==> config.mk <==
export PLATFORM = sky130hd
export DESIGN_NAME = store_pack
export DESIGN_NICKNAME = d
export VERILOG_FILES = /design/src/rtl/store_pack_pkg.sv /design/src/rtl/store_fifo.sv /design/src/rtl/store_pack.sv
export SDC_FILE = /design/constraint.sdc
export NUM_CORES = 1
export LEC_CHECK = 0
export ABC_AREA = 1
export BUFFER_PORTS_ARGS = -buffer_cell sky130_fd_sc_hd__clkbuf_2
export CAP_MARGIN = 15
export CORE_MARGIN = 2
export CORE_UTILIZATION = 30
export DETAILED_ROUTE_END_ITERATION = 16
export GPL_ROUTABILITY_DRIVEN = 0
export PLACE_DENSITY = 0.52
export SYNTH_ARGS = -nofsm -noshare
export SYNTH_HDL_FRONTEND = slang
export SYNTH_HIERARCHICAL = 1
export SYNTH_SLANG_ARGS = --single-unit
==> constraint.sdc <==
create_clock -name clk -period 11.45 [get_ports clk]
set_input_delay 1.7175 -clock clk [delete_from_list [all_inputs] [get_ports clk]]
set_output_delay 1.7175 -clock clk [all_outputs]
set_load 0.02 [all_outputs]
==> src/rtl/store_pack_pkg.sv <==
// store_pack_pkg: op encodings, lane masks and entry layout shared by the store packer.
package store_pack_pkg;
    localparam logic [1:0] ST_W = 2'd0;
    localparam logic [1:0] ST_H = 2'd1;
    localparam logic [1:0] ST_B = 2'd2;
    localparam logic [1:0] ST_R = 2'd3;
    localparam logic [3:0] BE_WORD = 4'b1111;
    localparam logic [3:0] BE_HALF = 4'b0011;
    localparam logic [3:0] BE_BYTE = 4'b0001;
    typedef struct packed {
        logic [31:0] addr;
        logic [31:0] wdata;
        logic [3:0]  be;
    } entry_t;
endpackage

==> src/rtl/store_fifo.sv <==
// store_fifo: DEPTH-entry synchronous FIFO with occupancy; output reads zero when empty.
module store_fifo #(
    parameter int DEPTH = 2,
    parameter int W = 68
) (
    input  logic                   clk,
    input  logic                   reset,
    input  logic                   push,
    input  logic [W-1:0]           din,
    output logic                   full,
    input  logic                   pop,
    output logic [W-1:0]           dout,
    output logic                   empty,
    output logic [$clog2(DEPTH):0] count
);
    localparam int PW = $clog2(DEPTH);
    logic [W-1:0] mem [DEPTH];
    logic [PW-1:0] rd, wr;
    logic do_push, do_pop;
    assign full = count == (PW+1)'(DEPTH);
    assign empty = count == '0;
    assign do_push = push && !full;
    assign do_pop = pop && !empty;
    assign dout = empty ? '0 : mem[rd];
    always_ff @(posedge clk or posedge reset)
        if (reset) begin
            rd <= '0;
            wr <= '0;
            count <= '0;
        end else begin
            if (do_push) wr <= wr + 1'b1;
            if (do_pop) rd <= rd + 1'b1;
            count <= count + (PW+1)'(do_push) - (PW+1)'(do_pop);
        end
    always_ff @(posedge clk)
        if (do_push) mem[wr] <= din;
endmodule

==> src/rtl/store_pack.sv <==
// store_pack: packs sw/sh/sb into word address, lane data and byte enables, buffered in a FIFO.
// STORE_PACK_ALIGN_EXC_EN rejects misaligned sh/sw instead of clearing the low offset bits.
module store_pack
    import store_pack_pkg::*;
#(
    parameter int DEPTH = 2,
    parameter int AW = 32
) (
    input  logic                   clk,
    input  logic                   reset,
    input  logic                   req_valid,
    output logic                   req_ready,
    input  logic [1:0]             req_op,
    input  logic [AW-1:0]          req_addr,
    input  logic [31:0]            req_data,
    output logic                   mem_valid,
    input  logic                   mem_ready,
    output logic [AW-1:0]          mem_addr,
    output logic [31:0]            mem_wdata,
    output logic [3:0]             mem_be,
    output logic                   err,
    output logic [$clog2(DEPTH):0] count
);
    logic [1:0] off, eoff;
    logic bad, acc, full, empty;
    logic [3:0] be;
    logic [31:0] wdata;
    assign off = req_addr[1:0];
`ifdef STORE_PACK_ALIGN_EXC_EN
    assign bad = req_op == ST_R || (req_op == ST_H && off[0]) || (req_op == ST_W && off != 2'b00);
    assign eoff = off;
`else
    assign bad = req_op == ST_R;
    assign eoff = req_op == ST_W ? 2'b00 : req_op == ST_H ? {off[1], 1'b0} : off;
`endif
    assign be = req_op == ST_B ? BE_BYTE << eoff : req_op == ST_H ? BE_HALF << eoff : BE_WORD;
    assign wdata = req_op == ST_W ? req_data : req_op == ST_H ? {2{req_data[15:0]}} : {4{req_data[7:0]}};
    assign acc = req_valid && req_ready;
    assign req_ready = !full;
    assign mem_valid = !empty;
    store_fifo #(.DEPTH(DEPTH), .W(AW + 36)) u_fifo (
        .clk(clk),
        .reset(reset),
        .push(acc && !bad),
        .din({req_addr[AW-1:2], 2'b00, wdata, be}),
        .full(full),
        .pop(mem_ready),
        .dout({mem_addr, mem_wdata, mem_be}),
        .empty(empty),
        .count(count)
    );
    // Rejected requests still complete the handshake; only the error pulse reports them.
    always_ff @(posedge clk or posedge reset)
        if (reset) err <= 1'b0;
        else err <= acc && bad;
endmodule

==> results.json, run 1 <==
{
  "slew_violations": 0,
  "dr.pass1.iters": 4,
  "synth_top_cell_area_share": 0.687,
  "diodes": 0,
  "rsz0062_at_grt": "no",
  "setup_tns_ns": 0,
  "cts_buffers": 17,
  "ys_ff_latch": 141,
  "internal_power_mw": 1.23,
  "cts.sinks": 141,
  "tightest_slew_ns": 0.974,
  "slew_headroom": 0.350,
  "netlist_instances": 514,
  "fp-row-count": 51,
  "status": "finished clean",
  "final-hold-violation-count": 0,
  "post_cts_buffers": 0,
  "crit_path_end": "mem_wdata[1]",
  "fmax_mhz": 238,
  "timing.rr.end": "u_fifo/mem[1][41]$_DFFE_PP_",
  "antenna_found_initial": 0,
  "end_kind": "output pin",
  "ctsRootBufferMaster": "clkbuf_16",
  "grt_overflow": 0,
  "sw_frac_of_total": 0.395,
  "finalCritPeriodShare": 0.368,
  "cp.arrival_ns": 2.49,
  "ir_worst_vdd_v": 0.000126,
  "clk_latency_ns": 0.41,
  "p_leak_nw": 3.10,
  "cap_violations": 0,
  "die_x_um": 145,
  "num_vias": 4043,
  "powerDensity_nw_per_um2": 274,
  "fillCellCount": 1932,
  "drive_gt1_frac": 0.299,
  "detailed_place_hpwl_um": 9310,
  "min_path_cells": 2,
  "drc_errors": 0,
  "fin_cells": 931,
  "yosysUniqueCellTypes": 21,
  "avgRoutedWirePerCell_um": 15.7,
  "antenna_left": 0,
  "start_util": 0.305,
  "nets": 731,
  "grt_use_total": 0.144,
  "yosys.area.top_type": "edfxtp_1",
  "synth_area_leaders": "edfxtp_1, nand2_1, a21oi_1",
  "min_period_ns": 4.21,
  "start_kind": "register",
  "r2r_cells": 9,
  "clock_skew_ns": 0.00779,
  "startpoint": "u_fifo/rd$_DFFE_PP0P_",
  "postSynthAreaPerCell_um2": 11.6,
  "p_sw_mw": 0.802,
  "mostFrequentLayoutCell": "nand2_1",
  "cts.htree.levels": 4,
  "fp.dieH_um": 145,
  "grt_max_degree": 71,
  "via_per_inst": 4.34,
  "cts_tree": "yes",
  "grt_pass1_wl_um": 22200,
  "dp_cells": 901,
  "clockBufferDepth": 2,
  "clkPwrFrac": 0.271,
  "drtIter0Drc": 252,
  "post_cts_resized": 0,
  "seq_power_share": 0.348,
  "ios": 143,
  "p_comb_frac": 0.382,
  "r2r_slack_ns": 9.12,
  "syn-cell-area_um2": 5940,
  "grt_pass1_vias": 4057,
  "ys_seq_area_frac": 0.709,
  "clk_pin_slew_ns": 0.06,
  "worstSetupPathType": "reg -> out",
  "dieArea_um2": 20900,
  "core_um2": 19500,
  "setup_viol": 0,
  "hold_buffers": 0,
  "wl_um": 14600,
  "final_cell_mix": "nand2_1, clkbuf_2, edfxtp_1",
  "ys_warn_count": 6,
  "r2r_start": "u_fifo/count[0]$_DFF_PP0_",
  "io_buffers": 142,
  "crit_required_ns": 9.73,
  "syn2layout_area_growth_pct": 24.9,
  "path_max_fanout": 70,
  "min_path_type": "reg -> reg"
}
-- synthesized netlist by cell type --
| cell | instances |
|---|---|
| nor3_1 | 1 |
| buf_8 | 1 |
| inv_2 | 4 |
| inv_1 | 20 |
| a21oi_2 | 10 |
| nand2_2 | 2 |
| inv_4 | 1 |
| buf_4 | 2 |
| conb_1 | 1 |
| ha_1 | 6 |
| buf_6 | 9 |
| a21oi_1 | 59 |
| nor2_4 | 2 |
| nor2_1 | 5 |
| nand2_1 | 225 |
| dfrtp_1 | 5 |
| edfxtp_1 | 136 |
| nand3_1 | 6 |
| nand3b_1 | 3 |
| nand2_4 | 1 |
| buf_2 | 15 |
-- critical path: stages, from the launching register on --
cell and delay, ns:
dfrtp_2 0.38, buf_4 0.36, inv_4 0.64, nand2_1 0.10, a21oi_1 0.24, clkbuf_2 0.22
-- cell families after synthesis --
family          Yosys count  share of synthesized area
flops                   141                      0.709
fa+ha+maj                 6                     0.0126
other cells               1                   0.000631
simple gates            245                      0.163
compound gates           69                     0.0644
buf+inv                  52                     0.0510
-- through the flow --
step	cell area (µm²)	setup WS, ns	util	hold slack, ns	power [mW]
floorplan	5950	5.83	-	0.442	1.26
global placement	6830	7.64	0.351	0.455	1.50
detailed placement	6830	7.58	0.351	0.468	1.51
CTS	7420	7.20	0.381	0.483	2.07
global route	7420	7.05	0.381	0.503	2.16
finish	7420	7.24	0.381	0.480	2.03
-- registers in the layout, summed over array words and instances, names as in the netlist --
register	flops
u_fifo/mem	136
u_fifo/wr	1
u_fifo/count	2
err	1
u_fifo/rd	1
-- how the worst min path moves through the flow --
stage	from	slack [ns]	end
floorplan	u_fifo/wr$_DFFE_PP0P_	0.44	u_fifo/wr$_DFFE_PP0P_
global route	u_fifo/wr$_DFFE_PP0P_	0.50	u_fifo/wr$_DFFE_PP0P_
global placement	u_fifo/wr$_DFFE_PP0P_	0.45	u_fifo/wr$_DFFE_PP0P_
detailed placement	u_fifo/wr$_DFFE_PP0P_	0.47	u_fifo/wr$_DFFE_PP0P_
CTS	u_fifo/wr$_DFFE_PP0P_	0.48	u_fifo/wr$_DFFE_PP0P_
finish	u_fifo/wr$_DFFE_PP0P_	0.48	u_fifo/wr$_DFFE_PP0P_
-- power groups by stage --
stage | clock network [mW] | registers [mW] | logic, mW
detailed placement | 0 | 0.719 | 0.795
global placement | 0 | 0.715 | 0.789
CTS | 0.562 | 0.708 | 0.797
floorplan | 0 | 0.722 | 0.540
finish | 0.550 | 0.707 | 0.776
global route | 0.583 | 0.716 | 0.858
-- area by class of cell --
| cell class | instances | area [µm²] | share of cell area |
|---|---|---|---|
| clock buffers | 17 | 425 | 0.0573 |
| clock inverters | 13 | 169 | 0.0228 |
| inverters | 25 | 97.6 | 0.0131 |
| multi-input cells | 324 | 1450 | 0.195 |
| flip-flops and latches | 141 | 4210 | 0.567 |
| well taps | 265 | 332 | 0.0447 |
| repair buffers | 146 | 741 | 0.0998 |
-- layer usage --
layer / track usage / vias up / wire [µm]
met3: 0.0424 / 12 / 730
li1: - / 2007 / -
met1: 0.174 / 1925 / 6230
met4: 0.0511 / 0 / 196
met5: 0 / - / 0
met2: 0.246 / 99 / 7440
No activity file was read; power rests on OpenSTA's default activity.
==> inputs of run 2 (changes only) <==
- PLACE_DENSITY: 0.52 -> 0.54
- clock period: 11.45 -> 3.61 ns (I/O delays scaled with it)
==> run 2 against run 1 <==
- register-to-register slack worse by 7.8 ns
- setup slack worse by 6.3 ns
- worst hold slack worse by 0.17 ns
- via count up 3.2%
- sequential power rose to 3.2 times the previous value
- sequential share of layout area down 0.77 points
- combinational power rose to 3.2 times the previous value
- utilization up 0.53 points
- global-route usage about the same
- first-iteration DRC count up 20%
- wire length about the same
- clock skew up 0.0032 ns
- critical endpoint is now mem_wdata[26]
- largest cell class unchanged
- highest routed layer unchanged
==> results.json, run 2 (synthesis results as in run 1) <==
{
  "die_x_um": 145,
  "detailed_place_hpwl_um": 9670,
  "grt_use_met1": 0.179,
  "worst-path-buf-inv": 4,
  "timing.rr.end": "u_fifo/mem[0][3]$_DFFE_PP_",
  "drtIter0Drc": 303,
  "syn2layout_area_growth_pct": 26.7,
  "grt_pass1_vias": 4173,
  "fin_util": 0.387,
  "dr.pass1.iters": 4,
  "clockBufferDepth": 2,
  "p_leak_nw": 3.16,
  "hold_end": "u_fifo/mem[1][62]$_DFFE_PP_",
  "cts_buffers": 17,
  "slew_violations": 0,
  "cts_tree": "yes",
  "diodes": 0,
  "post_cts_buffers": 0,
  "tightest_slew_ns": 0.821,
  "core_um2": 19500,
  "setup_viol": 0,
  "setup_tns_ns": 0,
  "ios": 143,
  "path_cells": "inv_1 > nand2_4 > inv_2 > buf_12 > a21oi_1 > clkbuf_2",
  "clk_pin_slew_ns": 0.06,
  "post_cts_resized": 0,
  "cts.sinks": 141,
  "met2_usage": 0.242,
  "via_per_inst": 4.46,
  "fp-row-count": 51,
  "crit_required_ns": 3.07,
  "ir_worst_vdd_v": 0.000369,
  "end_kind": "output pin",
  "slew_headroom": 0.453,
  "min_path_cells": 1,
  "cts.htree.levels": 4,
  "cpMaxStageDelayCell": "inv_2",
  "finalCritPeriodShare": 0.743,
  "ctsRootBufferMaster": "clkbuf_16",
  "io_buffers": 142,
  "p_total_mw": 6.66,
  "clk_latency_ns": 0.41,
  "grt_pass1_wl_um": 22100,
  "dieArea_um2": 20900,
  "grt-busiest-layer": "met2",
  "nets": 735,
  "start_kind": "register",
  "min_path_type": "in -> reg",
  "reg_top3": "u_fifo/mem (136), u_fifo/count (2)",
  "antenna_left": 0,
  "num_vias": 4172,
  "antenna_found_initial": 0,
  "dp_cells": 904,
  "status": "finished clean",
  "wl_um": 14600,
  "grt_use_total": 0.144,
  "fin_cells": 936,
  "worstSetupPathType": "reg -> out",
  "final_cell_mix": "nand2_1, clkbuf_2, edfxtp_1",
  "min_period_ns": 2.68,
  "final-hold-violation-count": 0,
  "rsz0062_at_grt": "no",
  "fmax_mhz": 373,
  "powerDensity_nw_per_um2": 885,
  "drive_gt1_frac": 0.297,
  "fp.dieH_um": 145,
  "clock_skew_ns": 0.0110,
  "hold_ws_ns": 0.313,
  "r2r_cells": 9,
  "mostFrequentLayoutCell": "nand2_1",
  "grtUsageMet3": 0.0408,
  "critical_path.max_stage_delay_ns": 0.52,
  "grt_max_degree": 70,
  "grt_overflow": 0,
  "path_max_fanout": 39,
  "r2r_start": "u_fifo/count[0]$_DFF_PP0_",
  "r2r_slack_ns": 1.36,
  "cap_violations": 0,
  "largest-register": "u_fifo/mem",
  "avgRoutedWirePerCell_um": 15.6,
  "start_util": 0.305,
  "crit_family": "buffers and inverters",
  "largest_reg_flops": 136,
  "hp-start": "req_addr[26]",
  "drc_errors": 0,
  "cp.arrival_ns": 2.14
}
[run 2: changes by cell type in the layout (fill, tap and decap cells not counted), sizes merged]
cell	delta
buf	+3
bufinv	+3
clkbuf	+2
clkinv	+2
clkinvlp	-4
dlygate4sd3	+1
inv	-2
[run 2: area by class of cell]
| class | instances | area (µm²) |
|---|---|---|
| flip-flops and latches | 141 | 4210 |
| fillers | 1918 | 11900 |
| multi-input cells | 324 | 1450 |
| repair buffers | 150 | 786 |
| well taps | 265 | 332 |
| clock buffers | 19 | 433 |
| clock inverters | 12 | 219 |
| inverters | 25 | 97.6 |
[run 2: where the power goes]
| part | internal, mW | total [mW] | leakage (nW) | switching (mW) |
|---|---|---|---|---|
| sequential | 2.16 | 2.24 | 1.31 | 0.0761 |
| clock | 1.29 | 1.92 | 0.316 | 0.628 |
| combinational | 0.679 | 2.51 | 1.53 | 1.83 |
[run 2: how the worst max path moves through the flow]
stage                                    from                          end  depth (start not counted)
floorplan           u_fifo/count[0]$_DFF_PP0_   u_fifo/mem[1][0]$_DFFE_PP_                          8
global placement                    req_op[1]  u_fifo/mem[0][67]$_DFFE_PP_                          5
detailed placement                  req_op[1]  u_fifo/mem[0][67]$_DFFE_PP_                          5
CTS                 u_fifo/count[0]$_DFF_PP0_                mem_wdata[10]                          6
global route        u_fifo/count[0]$_DFF_PP0_                mem_wdata[26]                          6
finish              u_fifo/count[0]$_DFF_PP0_                mem_wdata[26]                          6
[run 2: metal layers]
metal | up-vias | part of all wire
met5 | - | 0
met4 | 0 | 0.0092
met3 | 13 | 0.053
met2 | 121 | 0.50
met1 | 2022 | 0.44
li1 | 2016 | -
[run 2: per-stage QoR]
| stage | instance area [µm²] | setup slack [ns] |
|---|---|---|
| detailed placement | 6860 | 1.16 |
| floorplan | 5950 | 0.195 |
| global placement | 6860 | 1.23 |
| global route | 7520 | 0.791 |
| CTS | 7520 | 0.879 |
| finish | 7520 | 0.928 |
[run 2: repair_timing]
item,in CTS,in global routing
setup endpoints to repair,0,0
hold buffers,1,0
endpoints found under the hold margin,5,0
==> inputs of run 3 (changes only) <==
- PLACE_DENSITY: 0.54 -> 0.52
- clock period: 3.61 -> 2.5 ns (I/O delays scaled with it)
==> run 3 against run 2 <==
- via count shrank 1.0%
- register-to-register slack lost 0.79 ns
- cell area grew 0.80%
- wire length shrank 0.23%
- die area is the same
- non-clock buffer count grew 2
- cell count grew 0.32%
- sequential power grew 45%
- sequential share of layout area shrank 0.43 points
- utilization grew 0.31 points
==> results.json, run 3 (synthesis results as in run 1) <==
{
  "detailed_place_hpwl_um": 9580,
  "clkPwrFrac": 0.273,
  "drive_gt1_frac": 0.312,
  "cp.arrival_ns": 1.94,
  "slew_violations": 0,
  "grt_overflow": 0,
  "via_per_inst": 4.40,
  "final-hold-violation-count": 0,
  "io_buffers": 142,
  "grt_max_degree": 70,
  "start_util": 0.305,
  "critical_path.max_stage_delay_ns": 0.44,
  "fp.dieH_um": 145,
  "core_um2": 19500,
  "ios": 143,
  "status": "finished clean",
  "cts_tree": "yes",
  "cts_buffers": 17,
  "start_kind": "register",
  "internal_power_mw": 5.84,
  "ctsRootBufferMaster": "clkbuf_16",
  "fin_util": 0.390,
  "diodes": 0,
  "worstSetupPathType": "reg -> out",
  "mostFrequentLayoutCell": "nand2_1",
  "path_cells": "inv_4 > buf_12 > nand2_1 > a21oi_1 > clkbuf_2",
  "sw_frac_of_total": 0.390,
  "multi_input_area_um2": 1460,
  "antenna_found_initial": 0,
  "powerDensity_nw_per_um2": 1260,
  "cts.htree.levels": 4,
  "post_cts_buffers": 0,
  "drtIter0Drc": 284,
  "worst-path-buf-inv": 3,
  "fin_cells": 939,
  "reg_top3": "u_fifo/mem (136), u_fifo/count (2)",
  "path_max_fanout": 45,
  "syn2layout_area_growth_pct": 27.7,
  "crit_family": "buffers and inverters",
  "finalCritPeriodShare": 0.925,
  "nets": 737,
  "p_sw_mw": 3.73,
  "p_leak_nw": 3.15,
  "crit_required_ns": 2.12,
  "ir_worst_vdd_v": 0.000488,
  "clockBufferDepth": 2,
  "seq_power_share": 0.339,
  "hold_buffers": 1,
  "min_period_ns": 2.31,
  "largest_reg_flops": 136,
  "min_path_type": "in -> reg",
  "grt_pass1_wl_um": 22400,
  "clk_pin_slew_ns": 0.06,
  "post_cts_resized": 0,
  "setup_viol": 0,
  "wl_um": 14600,
  "antenna_left": 0,
  "clock_skew_ns": 0.00887,
  "largest-register": "u_fifo/mem",
  "end_kind": "output pin",
  "dr.pass1.iters": 4,
  "dp_cells": 906,
  "cts.sinks": 141,
  "grt_use_total": 0.145,
  "drc_errors": 0,
  "fmax_mhz": 432,
  "cpMaxStageDelayCell": "dfrtp_2",
  "die_x_um": 145,
  "cap_violations": 0,
  "seq_area_um2": 4210,
  "setup_tns_ns": 0,
  "p_comb_frac": 0.389,
  "avgRoutedWirePerCell_um": 15.5,
  "clk_latency_ns": 0.41,
  "rsz0062_at_grt": "no",
  "num_vias": 4129,
  "fillCellCount": 1910,
  "dieArea_um2": 20900,
  "grt_pass1_vias": 4177,
  "fp-row-count": 51,
  "final_cell_mix": "nand2_1, clkbuf_2, edfxtp_1"
}
## run 3: stage by stage
stage               cell area, µm²  setup slack (ns)  hold slack (ns)  power, mW
CTS                           7580             0.105            0.122       9.75
finish                        7580             0.188            0.151       9.57
detailed placement            6950             0.558            0.209       7.10
global route                  7580            0.0546            0.123       10.1
floorplan                     5970           0.00204            0.104       5.79
global placement              6950             0.582            0.208       7.06
## run 3: power groups by stage
| stage | sequential (mW) | clock (mW) | combinational (mW) |
|---|---|---|---|
| 5_1_grt | 3.28 | 2.78 | 4.09 |
| 2_1_floorplan | 3.29 | 0 | 2.50 |
| 6_report | 3.24 | 2.61 | 3.72 |
| 3_5_place_dp | 3.29 | 0 | 3.81 |
| 3_3_place_gp | 3.28 | 0 | 3.78 |
| 4_1_cts | 3.24 | 2.68 | 3.82 |
## run 3: final timing paths
kind	startpoint	end	slack, ns	depth (start not counted)
min	req_addr[27]	u_fifo/mem[0][63]$_DFFE_PP_	0.15	1
max	u_fifo/rd$_DFFE_PP0P_	mem_wdata[10]	0.19	5
max in group asynchronous	reset	u_fifo/rd$_DFFE_PP0P_	1.91	3
min in group asynchronous	reset	err$_DFF_PP0_	0.33	3
min reg2reg	u_fifo/wr$_DFFE_PP0P_	u_fifo/wr$_DFFE_PP0P_	0.49	2
max reg2reg	u_fifo/count[1]$_DFF_PP0_	u_fifo/mem[1][27]$_DFFE_PP_	0.57	8
## run 3: cell type report
cell class / instances / share of cell area
sequential: 141 / 0.555
clock buffer: 17 / 0.0561
clock inverter: 15 / 0.0259
tap: 265 / 0.0437
timing repair buffer: 152 / 0.114
multi-input combinational: 324 / 0.192
inverter: 25 / 0.0132
## run 3: metal layers
metal  up-vias  track usage  wire (µm)
li1       2031            -          -
met1      1985        0.181       6460
met2       104        0.242       7260
met3         9       0.0438        705
met4         0       0.0470        147
met5         -            0          0
